## src/rtl/interboard_link.sv

```systemverilog
// Inter-board word link: a TX FIFO feeds a four-phase request/ack sender with
// timeout and retry, and an independent RX responder acks incoming requests.
//
// TX FSM
//   state | meaning
//   IDLE  | waiting for a queued word
//   SETUP | head word on the data bus, request raised next edge
//   REQ   | request high, waiting for ack or timeout
//   REL   | word acknowledged, waiting for ack to fall
//   GAP   | request dropped after timeout, 4-cycle pause before retry/drop
//
// RX FSM
//   state  | meaning
//   R_IDLE | waiting for a request
//   R_ACK  | word captured, ack high until request falls
module interboard_link #(
  parameter int DATA_W      = 6,
  parameter int FIFO_DEPTH  = 4,
  parameter int TIMEOUT_CYC = 1023,
  parameter int MAX_RETRY   = 3
) (
  input  logic                             clk,
  input  logic                             rst,
  input  logic                             tx_valid,
  input  logic [DATA_W-1:0]                tx_data,
  output logic                             tx_ready,
  output logic [$clog2(FIFO_DEPTH+1)-1:0]  fifo_count,
  output logic                             tx_done,
  output logic                             tx_err,
  output logic                             rx_valid,
  output logic [DATA_W-1:0]                rx_data,
  output logic                             Request_out,
  output logic                             Ack_out,
  output logic [DATA_W-1:0]                inter_data_out,
  input  logic                             Request_in,
  input  logic                             Ack_in,
  input  logic [DATA_W-1:0]                inter_data_in,
  output logic                             link_busy
);

  localparam int PTR_W = $clog2(FIFO_DEPTH);
  localparam int CNT_W = $clog2(FIFO_DEPTH + 1);
  localparam int TMR_W = (TIMEOUT_CYC > 1) ? $clog2(TIMEOUT_CYC) : 1;
  localparam int RTY_W = $clog2(MAX_RETRY + 2);
  localparam logic [CNT_W-1:0] DEPTH_C  = CNT_W'(FIFO_DEPTH);
  localparam logic [TMR_W-1:0] TMR_LOAD = TMR_W'(TIMEOUT_CYC - 1);
  localparam logic [RTY_W-1:0] RTY_MAX  = RTY_W'(MAX_RETRY);

  typedef enum logic [2:0] {IDLE, SETUP, REQ, REL, GAP} tx_state_t;
  typedef enum logic {R_IDLE, R_ACK} rx_state_t;

  logic req_s1, req_s2, ack_s1, ack_s2;

  logic [DATA_W-1:0] mem [FIFO_DEPTH];
  logic [PTR_W-1:0]  wr_ptr, rd_ptr;
  logic [CNT_W-1:0]  count_q;
  logic              push, pop;

  tx_state_t         tx_state, tx_state_nxt;
  logic [DATA_W-1:0] data_q, data_nxt;
  logic              req_q, req_nxt;
  logic [TMR_W-1:0]  tmr_q, tmr_nxt;
  logic [1:0]        gap_q, gap_nxt;
  logic [RTY_W-1:0]  rty_q, rty_nxt;
  logic              done_q, done_nxt, err_q, err_nxt;

  rx_state_t         rx_state, rx_state_nxt;
  logic [DATA_W-1:0] rx_data_q, rx_data_nxt;
  logic              rx_valid_q, rx_valid_nxt, ack_q, ack_nxt;

  assign push           = tx_valid && tx_ready;
  assign tx_ready       = (count_q != DEPTH_C);
  assign fifo_count     = count_q;
  assign tx_done        = done_q;
  assign tx_err         = err_q;
  assign rx_valid       = rx_valid_q;
  assign rx_data        = rx_data_q;
  assign Request_out    = req_q;
  assign Ack_out        = ack_q;
  assign inter_data_out = data_q;
  assign link_busy      = (tx_state != IDLE);

  // Two-flop synchronisers for the asynchronous handshake inputs.
  always_ff @(posedge clk or negedge rst) begin
    if (!rst) begin
      req_s1 <= 1'b0;
      req_s2 <= 1'b0;
      ack_s1 <= 1'b0;
      ack_s2 <= 1'b0;
    end else begin
      req_s1 <= Request_in;
      req_s2 <= req_s1;
      ack_s1 <= Ack_in;
      ack_s2 <= ack_s1;
    end
  end

  // FIFO storage; emptiness is tracked by the count, so no reset needed here.
  always_ff @(posedge clk) begin
    if (push) mem[wr_ptr] <= tx_data;
  end

  // FIFO pointers and occupancy; pointers wrap naturally at the power-of-two depth.
  always_ff @(posedge clk or negedge rst) begin
    if (!rst) begin
      wr_ptr  <= '0;
      rd_ptr  <= '0;
      count_q <= '0;
    end else begin
      if (push) wr_ptr <= wr_ptr + 1'b1;
      if (pop)  rd_ptr <= rd_ptr + 1'b1;
      case ({push, pop})
        2'b10:   count_q <= count_q + 1'b1;
        2'b01:   count_q <= count_q - 1'b1;
        default: count_q <= count_q;
      endcase
    end
  end

  // TX FSM state and registered outputs.
  always_ff @(posedge clk or negedge rst) begin
    if (!rst) begin
      tx_state <= IDLE;
      data_q   <= '0;
      req_q    <= 1'b0;
      tmr_q    <= '0;
      gap_q    <= '0;
      rty_q    <= '0;
      done_q   <= 1'b0;
      err_q    <= 1'b0;
    end else begin
      tx_state <= tx_state_nxt;
      data_q   <= data_nxt;
      req_q    <= req_nxt;
      tmr_q    <= tmr_nxt;
      gap_q    <= gap_nxt;
      rty_q    <= rty_nxt;
      done_q   <= done_nxt;
      err_q    <= err_nxt;
    end
  end

  // TX next-state: the head word is only popped on ack or on the final drop.
  always_comb begin
    tx_state_nxt = tx_state;
    data_nxt     = data_q;
    req_nxt      = req_q;
    tmr_nxt      = tmr_q;
    gap_nxt      = gap_q;
    rty_nxt      = rty_q;
    done_nxt     = 1'b0;
    err_nxt      = 1'b0;
    pop          = 1'b0;
    case (tx_state)
      IDLE: begin
        if (count_q != '0) begin
          data_nxt     = mem[rd_ptr];
          tx_state_nxt = SETUP;
        end
      end
      SETUP: begin
        req_nxt      = 1'b1;
        tmr_nxt      = TMR_LOAD;
        tx_state_nxt = REQ;
      end
      REQ: begin
        if (ack_s2) begin
          req_nxt      = 1'b0;
          pop          = 1'b1;
          done_nxt     = 1'b1;
          rty_nxt      = '0;
          tmr_nxt      = '0;
          tx_state_nxt = REL;
        end else if (tmr_q == '0) begin
          req_nxt      = 1'b0;
          gap_nxt      = 2'd3;
          tx_state_nxt = GAP;
        end else begin
          tmr_nxt = tmr_q - 1'b1;
        end
      end
      REL: begin
        if (!ack_s2) tx_state_nxt = IDLE;
      end
      GAP: begin
        if (gap_q != 2'd0) begin
          gap_nxt = gap_q - 1'b1;
        end else if (rty_q < RTY_MAX) begin
          rty_nxt      = rty_q + 1'b1;
          tx_state_nxt = SETUP;
        end else begin
          pop          = 1'b1;
          err_nxt      = 1'b1;
          rty_nxt      = '0;
          tmr_nxt      = '0;
          tx_state_nxt = IDLE;
        end
      end
      default: tx_state_nxt = IDLE;
    endcase
  end

  // RX FSM state and registered outputs.
  always_ff @(posedge clk or negedge rst) begin
    if (!rst) begin
      rx_state   <= R_IDLE;
      rx_data_q  <= '0;
      rx_valid_q <= 1'b0;
      ack_q      <= 1'b0;
    end else begin
      rx_state   <= rx_state_nxt;
      rx_data_q  <= rx_data_nxt;
      rx_valid_q <= rx_valid_nxt;
      ack_q      <= ack_nxt;
    end
  end

  // RX next-state: capture once per request, hold ack until the request falls.
  always_comb begin
    rx_state_nxt = rx_state;
    rx_data_nxt  = rx_data_q;
    rx_valid_nxt = 1'b0;
    ack_nxt      = ack_q;
    case (rx_state)
      R_IDLE: begin
        if (req_s2) begin
          rx_data_nxt  = inter_data_in;
          rx_valid_nxt = 1'b1;
          ack_nxt      = 1'b1;
          rx_state_nxt = R_ACK;
        end
      end
      R_ACK: begin
        if (!req_s2) begin
          ack_nxt      = 1'b0;
          rx_state_nxt = R_IDLE;
        end
      end
      default: rx_state_nxt = R_IDLE;
    endcase
  end

endmodule

```

## config.mk

```make
export PLATFORM = sky130hd
export DESIGN_NAME = interboard_link
export DESIGN_NICKNAME = d
export VERILOG_FILES = /design/src/rtl/interboard_link.sv
export SDC_FILE = /design/constraint.sdc
export NUM_CORES = 1
export LEC_CHECK = 0
export CELL_PAD_IN_SITES_DETAIL_PLACEMENT = 1
export CELL_PAD_IN_SITES_GLOBAL_PLACEMENT = 2
export CORE_MARGIN = 10
export CORE_UTILIZATION = 30
export CTS_CLUSTER_SIZE = 20
export DETAILED_ROUTE_END_ITERATION = 16
export DONT_BUFFER_PORTS = 1
export GPL_ROUTABILITY_DRIVEN = 0
export GPL_TIMING_DRIVEN = 0
export PLACE_DENSITY_LB_ADDON = 0.1
export SYNTH_ARGS = -nofsm -noshare
export SYNTH_HDL_FRONTEND = slang
export SYNTH_SLANG_ARGS = --single-unit
```

## constraint.sdc

```tcl
create_clock -name clk -period 2.6 [get_ports clk]
set_input_delay 0.78 -clock clk [delete_from_list [all_inputs] [get_ports clk]]
set_output_delay 0.78 -clock clk [all_outputs]
set_load 0.02 [all_outputs]
```

## Yosys cells after proc, flatten, opt, wreduce, memory -nomap -nowiden

Memories as Yosys holds them, arrays and structs flattened. A register that Yosys moved wholly into a read port is not among the register bits.
Cells that the tools add are included.

- Memories kept: 1
- Bits in writable memories: 24
- Logic and storage cells: 103
- Register bits after elaboration: 41
- Output and inout port bits: 22
- Bits of input ports: 17

- Bitwise logic cells: 1
- Order comparisons: 1
- Equality and inequality tests: 19
- Reductions and logical operators: 19
- $add $sub $neg: 7
- Mux-type cells: 37

Memories:

| memory | depth | bits a word | rd ports | clocked after Yosys merged registers in | write ports | RTL line | RTL |
|---|---|---|---|---|---|---|---|
| mem | 4 | 6 | 1 | 1 | 1 | 54 | `logic [DATA_W-1:0] mem [FIFO_DEPTH];` |

Operators with widths:

| operator | number |
|---|---|
| 10-bit 2-to-1 mux | 4 |
| 10-bit case mux with 3 select lines | 1 |
| 3-bit 2-to-1 mux | 8 |
| 2-bit != test, second input constant | 10 |
| 3-bit case mux with 5 select lines | 1 |
| 1-bit 2-to-1 mux | 14 |
| 3-bit case mux with 2 select lines | 2 |
| 4-bit AND reduction | 3 |
| 10-bit logical NOT | 1 |
| 10-bit by 1-bit subtractor with 10-bit output, second input constant | 1 |
| 3-bit != test, second input constant | 3 |
| 3-bit nonzero test | 3 |
| 2-bit AND reduction | 4 |
| 2-bit nonzero test | 4 |
| 3-bit by 1-bit adder with 3-bit output, second input constant | 2 |
| 3-bit by 2-bit == test with 1-bit output, second input constant | 2 |
| 2-bit 2-to-1 mux | 3 |
| 1-bit case mux with 2 select lines | 3 |
| 2-bit by 1-bit adder with 2-bit output, second input constant | 2 |
| 2-bit case mux with 2 select lines | 1 |
| 3-bit by 1-bit == test with 1-bit output, second input constant | 1 |
| 3-bit == test, second input constant | 1 |
| 3-bit logical NOT | 1 |
| 3-bit by 2-bit less-than comparator with 1-bit output, second input constant | 1 |
| other kinds (8) | 8 |

## Longest topological paths before layout

Gate-level depths: netlist of run 1.

- Word-level depth: 6
- Depth in mapped cells: 11
- Depth with buffers taken out: 11

## Worst setup path before layout of run 1

No wires, ideal clock.

- Path type: register -> register
- From: register count_q[0], in the netlist fifo_count[0]
- To: register count_q[2], in the netlist fifo_count[2]
- Setup slack: 0.369 ns
- Cell stages (with the launch flop): 11
- Period minus slack after synthesis: 2.231 ns
- Data required time: 2.520 ns
- Setup time: 0.080 ns
- Data arrival time: 2.151 ns
- Buffers on the path: 0
- Path through: dfrtp_1 inv_1 nand3_1 and2_1 inv_1 ha_1 inv_1 fa_1 xor2_1 nor2_1 xor2_1

- Longest elaborated chain between the ends: 4
- Elaborated cells between the ends (all ways): 8
- Classes of those cells: 2 x add/sub; 3 x eq/ne; 1 x mux; 2 x reduce/logical

RTL lines:

| element | RTL line | RTL |
|---|---|---|
| start, declared | 56 | `logic [CNT_W-1:0] count_q;` |
| start signal, assigned | 113 | `2'b10: count_q <= count_q + 1'b1;` |
| start signal, assigned | 114 | `2'b01: count_q <= count_q - 1'b1;` |
| start signal, assigned | 115 | `default: count_q <= count_q;` |
| 3-bit != test (*) | 72 | `assign tx_ready = (count_q != DEPTH_C);` |
| via tx_ready | 26 | `output logic tx_ready,` |
| 1-bit logical AND (*) | 71 | `assign push = tx_valid && tx_ready;` |
| 2-bit by 1-bit == test with 1-bit output / 2-bit == test (equally long branches) | 112 | `case ({push, pop})` |
| 3-bit case mux with 2 select lines / 2-bit nonzero test (equally long branches) | - |  |

Mark *: on every way through the listed nets, which the timed path passes. The rest lies on a longest branch.
A chain may end at the register's enable or synchronous reset.

## Final worst setup path of run 1

- From: register gap_q[0]
- To: register count_q[2], in the netlist fifo_count[2]

- Longest elaborated chain between the ends: 5
- Elaborated cells between the ends (all ways): 7
- Classes of those cells: 2 x eq/ne; 3 x mux; 2 x reduce/logical

RTL lines:

| element | RTL line | RTL |
|---|---|---|
| start, declared | 63 | `logic [1:0] gap_q, gap_nxt;` |
| start signal, assigned | 136 | `gap_q <= gap_nxt;` |
| 2-bit nonzero test (*) | 186 | `if (gap_q != 2'd0) begin` |
| 1-bit 2-to-1 mux (*) | 186 |  |
| 1-bit case mux with 2 select lines (*) | 154 | `case (tx_state)` |
| via pop | 57 | `logic push, pop;` |
| 2-bit by 1-bit == test with 1-bit output / 2-bit == test (equally long branches) | 112 |  |
| 3-bit case mux with 2 select lines / 2-bit nonzero test (equally long branches) | - |  |

Marked as above.

==> impl_metrics.tcl, run 1 <==
set metrics [dict create \
    relSlewSlack_pct 35.7 \
    htreeDepth 3 \
    cts_hold_buf 0 \
    core_area_um2 10400 \
    antenna_found_initial 0 \
    die-area_um2 15200 \
    final_common_cell "dfrtp_1" \
    grt.busiest_layer "met2" \
    fin_skew_ns 0.0119 \
    synth_top_area_cell "dfrtp_1" \
    ys_seq_area_share_pct 59.4 \
    cap_violations 0 \
    wl_per_cell_um 18.3 \
    yosysWarnings 0 \
    grt_max_degree 48 \
    cts_setup_buffers 0 \
    finalNonFillerCells 401 \
    worstPathArrival_ns 2.65 \
    rsz0062_at_grt "false" \
    portBuffers 0 \
    fin_nets 287 \
    dieHeight_um 123 \
    p_comb_share_pct 31.8 \
    utilization_pct 34.7 \
    p_sw_w 0.00161 \
    first_iter_violations 126 \
    finalSetupTns_ns 0 \
    post-dp-hpwl_mm 5.12 \
    grt_use_total_pct 10.2 \
    yosys.area_share.simple_pct 10.4 \
    pwr-share-seq_pct 43.8 \
    fmax_ghz 0.422 \
    synth.area.top_cells "dfrtp_1 37%, edfxtp_1 23%, mux2_2 4.9%" \
    clk_pin_slew_worst_paths_ns 0.09 \
    p_leak_nw 1.46 \
    synth_xor_area_share_pct 1.65 \
    r2r-end "fifo_count[2]$_DFFE_PN0P_" \
    cp-start-kind "register" \
    cts-root-buf "clkbuf_8" \
    place_inst 386 \
    clk_path_buf_depth 2 \
    switching_share_pct 38.2 \
    total_power_w 0.00420 \
    hold_class "in -> async" \
    post-route-drc-count 0 \
    use_met2_pct 15.7 \
    synth_compound_area_share_pct 11.4 \
    p_per_area_nw_per_um2 1170 \
    p_clk_share_pct 24.5 \
    postSynthAreaPerCell_um2 12.8 \
    grt_use_met1_pct 12.7 \
    num_rows 37 \
    status "completed" \
    reg2reg_from "gap_q[0]$_DFFE_PN0P_" \
    final_cell_mix "47 x dfrtp_1, 24 x edfxtp_1, 16 x inv_1, 16 x nor2_1, 14 x mux2_2" \
    hold_viol 0 \
    regToRegSetupSlack_ns 0.23 \
    fp.dieW_um 123 \
    postCtsResizedCells 0 \
    synthArstFlopShare_pct 66.2 \
    drv_slew 0 \
    num_antenna_cells 0 \
    io_pins 39 \
    wirelength_mm 7.34 \
    period_needed_ns 2.37 \
    synth_cells 250 \
    syn_nets 277 \
    cp-end-kind "register" \
    synthFlopType "dfrtp_1" \
    start_util_pct 30.8 \
    synth_top_family_by_area "compound AO/OA/AOI/OAI gates" \
    grt_overflow 0 \
    drive_gt1_share_pct 18.9 \
    fin_crit_sh_pct 91.2 \
    globalRouteMet3Util_pct 3.10 \
    worstMarginPinSlew_ns 0.955 \
    rr_worst_depth 11 \
    numClockSinks 71 \
    synth-adder-area-share_pct 4.15 \
    ys_types 46 \
    whs_ns 0.120 \
    vias_per_cell 4.96 \
    setup_violations 0 \
    peakVddDrop_v 0.000436 \
    grt_pass1_wl_mm 11.9 \
    critical_path_class "reg -> reg" \
    yosysTopAreaCellShare_pct 36.8 \
    numCtsBuffers 9 \
    crit_fanout 5 \
    dr.pass1.iters 4 \
    synth_area_um2 3190 \
    vias 1990 \
    synth.mux.area_fraction_pct 9.17 \
    cts_tree "yes" \
    synth_edf_count 24 \
    grt_pass1_vias 2149 \
    clk_latency_ns 0.35 \
    final_antenna_net_count 0 \
    synthToLayoutAreaGrowth_pct 12.6 \
    crit_required_ns 2.87 \
    p_int_w 0.00260 \
    ys_ff_latch 71 \
]
layer usage:
layer / vias up / part of all wire, %
met3: 8 / 4.3
met1: 1016 / 46
met2: 28 / 48
li1: 938 / -
met5: - / 0
met4: 0 / 1.3
through the flow:
stage	worst slack, ns	cell area (um2)
after floorplan	0.369	3190
after global placement	0.0684	3360
after detailed placement	0.0889	3360
after CTS	0.0706	3590
after global routing	0.0217	3600
final	0.228	3600
cell families after synthesis:
logic type      count (synthesis)
fa+ha+maj                      10
compound gates                 53
flops                          71
simple gates                   60
xor+xnor                        6
mux                            20
buf+inv                        30
worst max-delay path, cell delays in order (launching register included):
cell	delay, ns
dfrtp_1	0.41
inv_1	0.06
ha_1	0.25
nand3b_1	0.12
nand2b_1	0.20
a21oi_2	0.20
ha_1	0.22
inv_1	0.06
fa_1	0.37
xor2_1	0.15
nor2_1	0.12
xor2_1	0.15
synth_stat cells, types with 4 or more instances:
cell type and number:
o21ai_1 5, nor3_1 6, nand2_1 9, a21oi_1 10, and3_1 5, xor2_1 4
a21o_1 4, nand2b_1 4, nor4_1 4, nor2_1 16, clkbuf_1 9, edfxtp_1 24
a31oi_1 8, mux4_2 6, mux2_2 14, ha_1 9, dfrtp_1 47, o31ai_1 9
inv_1 16, o21ai_0 5
flip-flops by register name (all words and copies together), names as in the netlist, 2 cells and up:
name,cells
rty_q,3
tmr_q,10
inter_data_out,6
tx_state,3
fifo_count,3
rd_ptr,2
gap_q,2
mem,24
wr_ptr,2
rx_data,6
how the worst max path moves through the flow:
stage | cells after the start | start | to
6_report | 11 | gap_q[0]$_DFFE_PN0P_ | fifo_count[2]$_DFFE_PN0P_
5_1_grt | 10 | fifo_count[0]$_DFFE_PN0P_ | fifo_count[2]$_DFFE_PN0P_
4_1_cts | 10 | tx_state[2]$_DFFE_PN0P_ | fifo_count[2]$_DFFE_PN0P_
3_5_place_dp | 10 | tx_state[2]$_DFFE_PN0P_ | fifo_count[2]$_DFFE_PN0P_
3_3_place_gp | 10 | tx_state[2]$_DFFE_PN0P_ | fifo_count[2]$_DFFE_PN0P_
2_1_floorplan | 10 | fifo_count[0]$_DFFE_PN0P_ | fifo_count[2]$_DFFE_PN0P_
area by class of cell:
type / count / area [um2]
fillers: 1115 / 6770
flip-flops and latches: 71 / 1900
multi-input cells: 149 / 1180
well taps: 136 / 170
clock buffers: 9 / 124
clock inverters: 7 / 103
plain buffers: 13 / 60.1
inverters: 16 / 60.1
power groups by stage:
| stage | clock (W) | sequential [W] | combinational (W) |
|---|---|---|---|
| CTS | 0.00108 | 0.00184 | 0.00138 |
| global route | 0.00113 | 0.00189 | 0.00153 |
| detailed placement | 0 | 0.00186 | 0.00138 |
| floorplan | 0 | 0.00178 | 0.00106 |
| finish | 0.00103 | 0.00184 | 0.00133 |
| global placement | 0 | 0.00186 | 0.00136 |
(Power assumes the default switching activity.)
==> run 2, diff against run 1 <==
--- a/config.mk
+++ b/config.mk
@@ -8,7 +8,7 @@
 export CELL_PAD_IN_SITES_DETAIL_PLACEMENT = 1
 export CELL_PAD_IN_SITES_GLOBAL_PLACEMENT = 2
 export CORE_MARGIN = 10
-export CORE_UTILIZATION = 30
+export CORE_UTILIZATION = 43
 export CTS_CLUSTER_SIZE = 20
 export DETAILED_ROUTE_END_ITERATION = 16
 export DONT_BUFFER_PORTS = 1
==> impl_metrics.tcl, run 2 (same netlist as run 1, synthesis figures left out) <==
set metrics [dict create \
    grt_use_total_pct 13.2 \
    cap_violations 0 \
    core_area_um2 7250 \
    critical_path_class "reg -> reg" \
    worstMarginPinSlew_ns 0.771 \
    worstPathArrival_ns 2.68 \
    reg_top3 "mem x24, tmr_q x10" \
    dieHeight_um 106 \
    hold_class "in -> async" \
    hold_viol 0 \
    crit_fanout 5 \
    grt_pass1_vias 2171 \
    fin_skew_ns 0.0135 \
    cts-root-buf "clkbuf_8" \
    fmax_ghz 0.416 \
    crit_required_ns 2.88 \
    relSlewSlack_pct 47.9 \
    start_util_pct 44.0 \
    setup_violations 0 \
    p_per_area_nw_per_um2 1130 \
    peakVddDrop_v 0.000390 \
    htreeDepth 3 \
    finalNonFillerCells 364 \
    vias_per_cell 5.51 \
    largest_reg_flops 24 \
    post-dp-hpwl_mm 5.05 \
    utilization_pct 48.4 \
    finalSetupTns_ns 0 \
    critPathCapture "fifo_count[2]$_DFFE_PN0P_" \
    fp.dieW_um 106 \
    portBuffers 0 \
    cts_hold_buf 0 \
    cts_tree "yes" \
    regToRegSetupSlack_ns 0.19 \
    grt_pass1_wl_mm 11.8 \
    r2r-end "fifo_count[2]$_DFFE_PN0P_" \
    first_iter_violations 45 \
    total_power_w 0.00398 \
    wirelength_mm 7.02 \
    final_cell_mix "47 x dfrtp_1, 24 x edfxtp_1, 16 x inv_1, 16 x nor2_1, 14 x mux2_2" \
    synthToLayoutAreaGrowth_pct 9.79 \
    final_common_cell "dfrtp_1" \
    clk_pin_slew_worst_paths_ns 0.08 \
    startpoint "gap_q[0]$_DFFE_PN0P_" \
    post-route-drc-count 0 \
    whs_ns 0.117 \
    wl_per_cell_um 19.3 \
    period_needed_ns 2.41 \
    dr.pass1.iters 4 \
    fin_crit_sh_pct 92.5 \
    antenna_found_initial 0 \
    num_rows 31 \
    clk_path_buf_depth 2 \
    drive_gt1_share_pct 18.9 \
    status "completed" \
    num_antenna_cells 0 \
    grt_max_degree 48 \
    numClockSinks 71 \
    grt_overflow 0 \
    place_inst 349 \
    reg2reg_from "gap_q[0]$_DFFE_PN0P_" \
    cp-start-kind "register" \
    io_pins 39 \
    vias 2007 \
    cp-end-kind "register" \
    rr_worst_depth 11 \
    numCtsBuffers 9 \
    clk_latency_ns 0.35 \
    p_leak_nw 1.44 \
    fin_nets 287 \
    rsz0062_at_grt "false" \
    regMostFlops "mem" \
    final_antenna_net_count 0 \
    drv_slew 0 \
    die-area_um2 11300 \
]
[run 2: metal layers]
metal  vias up  routed length [um]  track usage [%]
met3        10                 434             4.41
met5         -                   0                0
met2        44                3190             19.5
li1        940                   -                -
met1      1013                3260             17.3
met4         0                 130             5.80
[run 2: what timing repair did]
item                                    CTS  global route
endpoints found under the setup margin    0             1
buffers inserted                          0             0
resized for setup                         0             5
[run 2: how the worst min path moves through the flow]
stage	startpoint	end	slack (ns)	cells after the start
final	rst	Ack_out$_DFFE_PN0P_	0.12	0
after global routing	rst	Ack_out$_DFFE_PN0P_	0.1	0
after CTS	rst	inter_data_out[0]$_DFFE_PN0P_	0.11	0
after detailed placement	ack_s1$_DFF_PN0_	ack_s2$_DFF_PN0_	0.34	0
after global placement	req_s1$_DFF_PN0_	req_s2$_DFF_PN0_	0.33	0
after floorplan	ack_s1$_DFF_PN0_	ack_s2$_DFF_PN0_	0.33	0
[run 2: report_power, final]
| part | switching [W] | internal, W |
|---|---|---|
| clock network | 0.000429 | 0.000375 |
| registers | 0.000359 | 0.00148 |
| logic | 0.000769 | 0.000564 |
| total | 0.00156 | 0.00242 |
[run 2: through the flow]
step           worst slack, ns  instance area, um2
2_1_floorplan            0.369                3190
3_3_place_gp            0.0895                3320
3_5_place_dp             0.106                3320
4_1_cts                 0.0474                3500
5_1_grt                0.00686                3510
6_report                 0.194                3510
[run 2: area by class of cell]
cell class | instances | area (um2)
Fill cell | 784 | 3750
Clock inverter | 6 | 42.5
Buffer | 13 | 60.1
Sequential cell | 71 | 1900
Clock buffer | 10 | 138
Tap cell | 99 | 124
Multi-Input combinational cell | 149 | 1190
Inverter | 16 | 60.1
[run 2: worst max-delay path, cell delays in order, from the launching register on]
cell      delay (ns)
dfrtp_1         0.40
inv_1           0.08
ha_2            0.24
nand3b_1        0.12
nand2b_1        0.20
a21oi_2         0.23
ha_1            0.23
inv_1           0.06
fa_1            0.37
xor2_1          0.15
nor2_1          0.11
xor2_1          0.15
==> run 3, diff against run 2 <==
--- a/config.mk
+++ b/config.mk
@@ -15,6 +15,7 @@
 export GPL_ROUTABILITY_DRIVEN = 0
 export GPL_TIMING_DRIVEN = 0
 export PLACE_DENSITY_LB_ADDON = 0.1
+export REMOVE_ABC_BUFFERS = 1
 export SYNTH_ARGS = -nofsm -noshare
 export SYNTH_HDL_FRONTEND = slang
 export SYNTH_SLANG_ARGS = --single-unit
==> impl_metrics.tcl, run 3 (same netlist as run 1, synthesis figures left out) <==
set metrics [dict create \
    status "completed" \
    regMostFlops "mem" \
    post-dp-hpwl_mm 4.69 \
    grt_use_total_pct 12.4 \
    largest_reg_flops 24 \
    grt_pass1_vias 2010 \
    die-area_um2 11300 \
    cp_cell_sequence "inv_1, ha_1, or4b_2, o41ai_4, buf_4, nor4_1, a21o_1" \
    crit_family "simple AND/OR/NAND/NOR gates" \
    hold_viol 0 \
    grt_overflow 0 \
    synthToLayoutAreaGrowth_pct 9.01 \
    p_clk_share_pct 21.0 \
    final_antenna_net_count 0 \
    relSlewSlack_pct 39.3 \
    drive_gt1_share_pct 20.5 \
    cp-end-kind "register" \
    peakVddDrop_v 0.000409 \
    antenna_found_initial 0 \
    numClockSinks 71 \
    utilization_pct 48.0 \
    final_cell_mix "47 x dfrtp_1, 24 x edfxtp_1, 16 x inv_1, 16 x nor2_1, 14 x mux2_2" \
    critical_path_class "reg -> reg" \
    drv_slew 0 \
    clk_pin_slew_worst_paths_ns 0.09 \
    vias_per_cell 5.58 \
    p_sw_w 0.00158 \
    reg_top3 "mem x24, tmr_q x10" \
    first_iter_violations 95 \
    cap_violations 0 \
    worstPathArrival_ns 2.62 \
    period_needed_ns 2.39 \
    p_leak_nw 1.42 \
    final_common_cell "dfrtp_1" \
    setup_violations 0 \
    pwr-share-seq_pct 49.0 \
    fin_crit_sh_pct 91.8 \
    worstMarginPinSlew_ns 0.898 \
    num_antenna_cells 0 \
    crit_fanout 11 \
    fp.dieW_um 106 \
    cts_hold_buf 0 \
    switching_share_pct 39.8 \
    start_util_pct 44.0 \
    grt_pass1_wl_mm 11.0 \
    numCtsBuffers 9 \
    fin_nets 276 \
    vias 1971 \
    p_comb_share_pct 30.1 \
    post-route-drc-count 0 \
    core_area_um2 7250 \
    portBuffers 0 \
    crit_buf_inv 2 \
    clk_path_buf_depth 2 \
    crit_slowest_cell "or4b_2" \
    num_rows 31 \
    fmax_ghz 0.419 \
    cts_tree "yes" \
    total_power_w 0.00398 \
    dieHeight_um 106 \
    wl_per_cell_um 19.2 \
    hold_class "in -> async" \
    wirelength_mm 6.76 \
    p_per_area_nw_per_um2 1140 \
    crit_required_ns 2.84 \
    io_pins 39 \
    cp_slowest_stage_delay_ns 0.71 \
    htreeDepth 3 \
    cts-root-buf "clkbuf_8" \
    clk_latency_ns 0.34 \
    cp-start-kind "register" \
    p_int_w 0.00240 \
    dr.pass1.iters 4 \
    grt_max_degree 48 \
    fin_skew_ns 0.0114 \
]
-- run 3: cell count changes in the layout (fill, tap and decap cells not counted), sizes merged --
cell      change
clkbuf        -9
clkinvlp      +1
inv           +2
buf           -3
clkinv        -2
-- run 3: through the flow --
step	cells	setup WS (ns)	TNS [ns]	hold slack [ns]	area, um2
floorplan	236	0.247	0	0.331	3130
global placement	335	-0.376	-3.56	0.333	3260
detailed placement	336	-0.374	-3.50	0.336	3260
CTS	353	0.0435	0	0.103	3460
global route	353	-0.0159	-0.0159	0.0890	3480
finish	353	0.213	0	0.122	3480
-- run 3: power by group through the flow --
stage | logic (W) | clock network [W] | registers, W
final | 0.00120 | 0.000834 | 0.00195
after global routing | 0.00134 | 0.000921 | 0.00201
after CTS | 0.00118 | 0.000862 | 0.00195
after floorplan | 0.000925 | 0 | 0.00186
after global placement | 0.00115 | 0 | 0.00196
after detailed placement | 0.00117 | 0 | 0.00197
-- run 3: repair_timing --
item / CTS / global route
resized for setup: 0 / 7
setup endpoints to repair: 10 / 11
pin swaps: 1 / 0
buffers inserted: 1 / 0
cloned: 0 / 0
-- run 3: area by class of cell --
class                      instances  area [um2]
inverter                          16        60.1
clock inverter                     7        63.8
fill                             784        3770
clock buffer                       9         124
sequential                        71        1900
multi-input combinational        149        1200
tap                               99         124
timing repair buffer               2        12.5
-- run 3: final timing paths --
path                                 startpoint                             to  slack [ns]  cells past startpoint
setup / recovery           tmr_q[0]$_DFFE_PN0P_           tmr_q[0]$_DFFE_PN0P_        0.21                      7
hold / removal                              rst  inter_data_out[0]$_DFFE_PN0P_        0.12                      0
setup reg to reg           tmr_q[0]$_DFFE_PN0P_           tmr_q[0]$_DFFE_PN0P_        0.21                      7
hold reg to reg                ack_s1$_DFF_PN0_               ack_s2$_DFF_PN0_        0.35                      0
max in group asynchronous                   rst      fifo_count[0]$_DFFE_PN0P_        2.38                      0
min in group clk               ack_s1$_DFF_PN0_               ack_s2$_DFF_PN0_        0.35                      0
-- run 3: per-layer routing --
metal,vias to the layer above,wire (um),global-route usage [%]
met5,-,0,0
met4,0,68,4.64
met3,5,457,4.95
met2,43,3000,17.5
met1,998,3240,16.7
li1,925,-,-
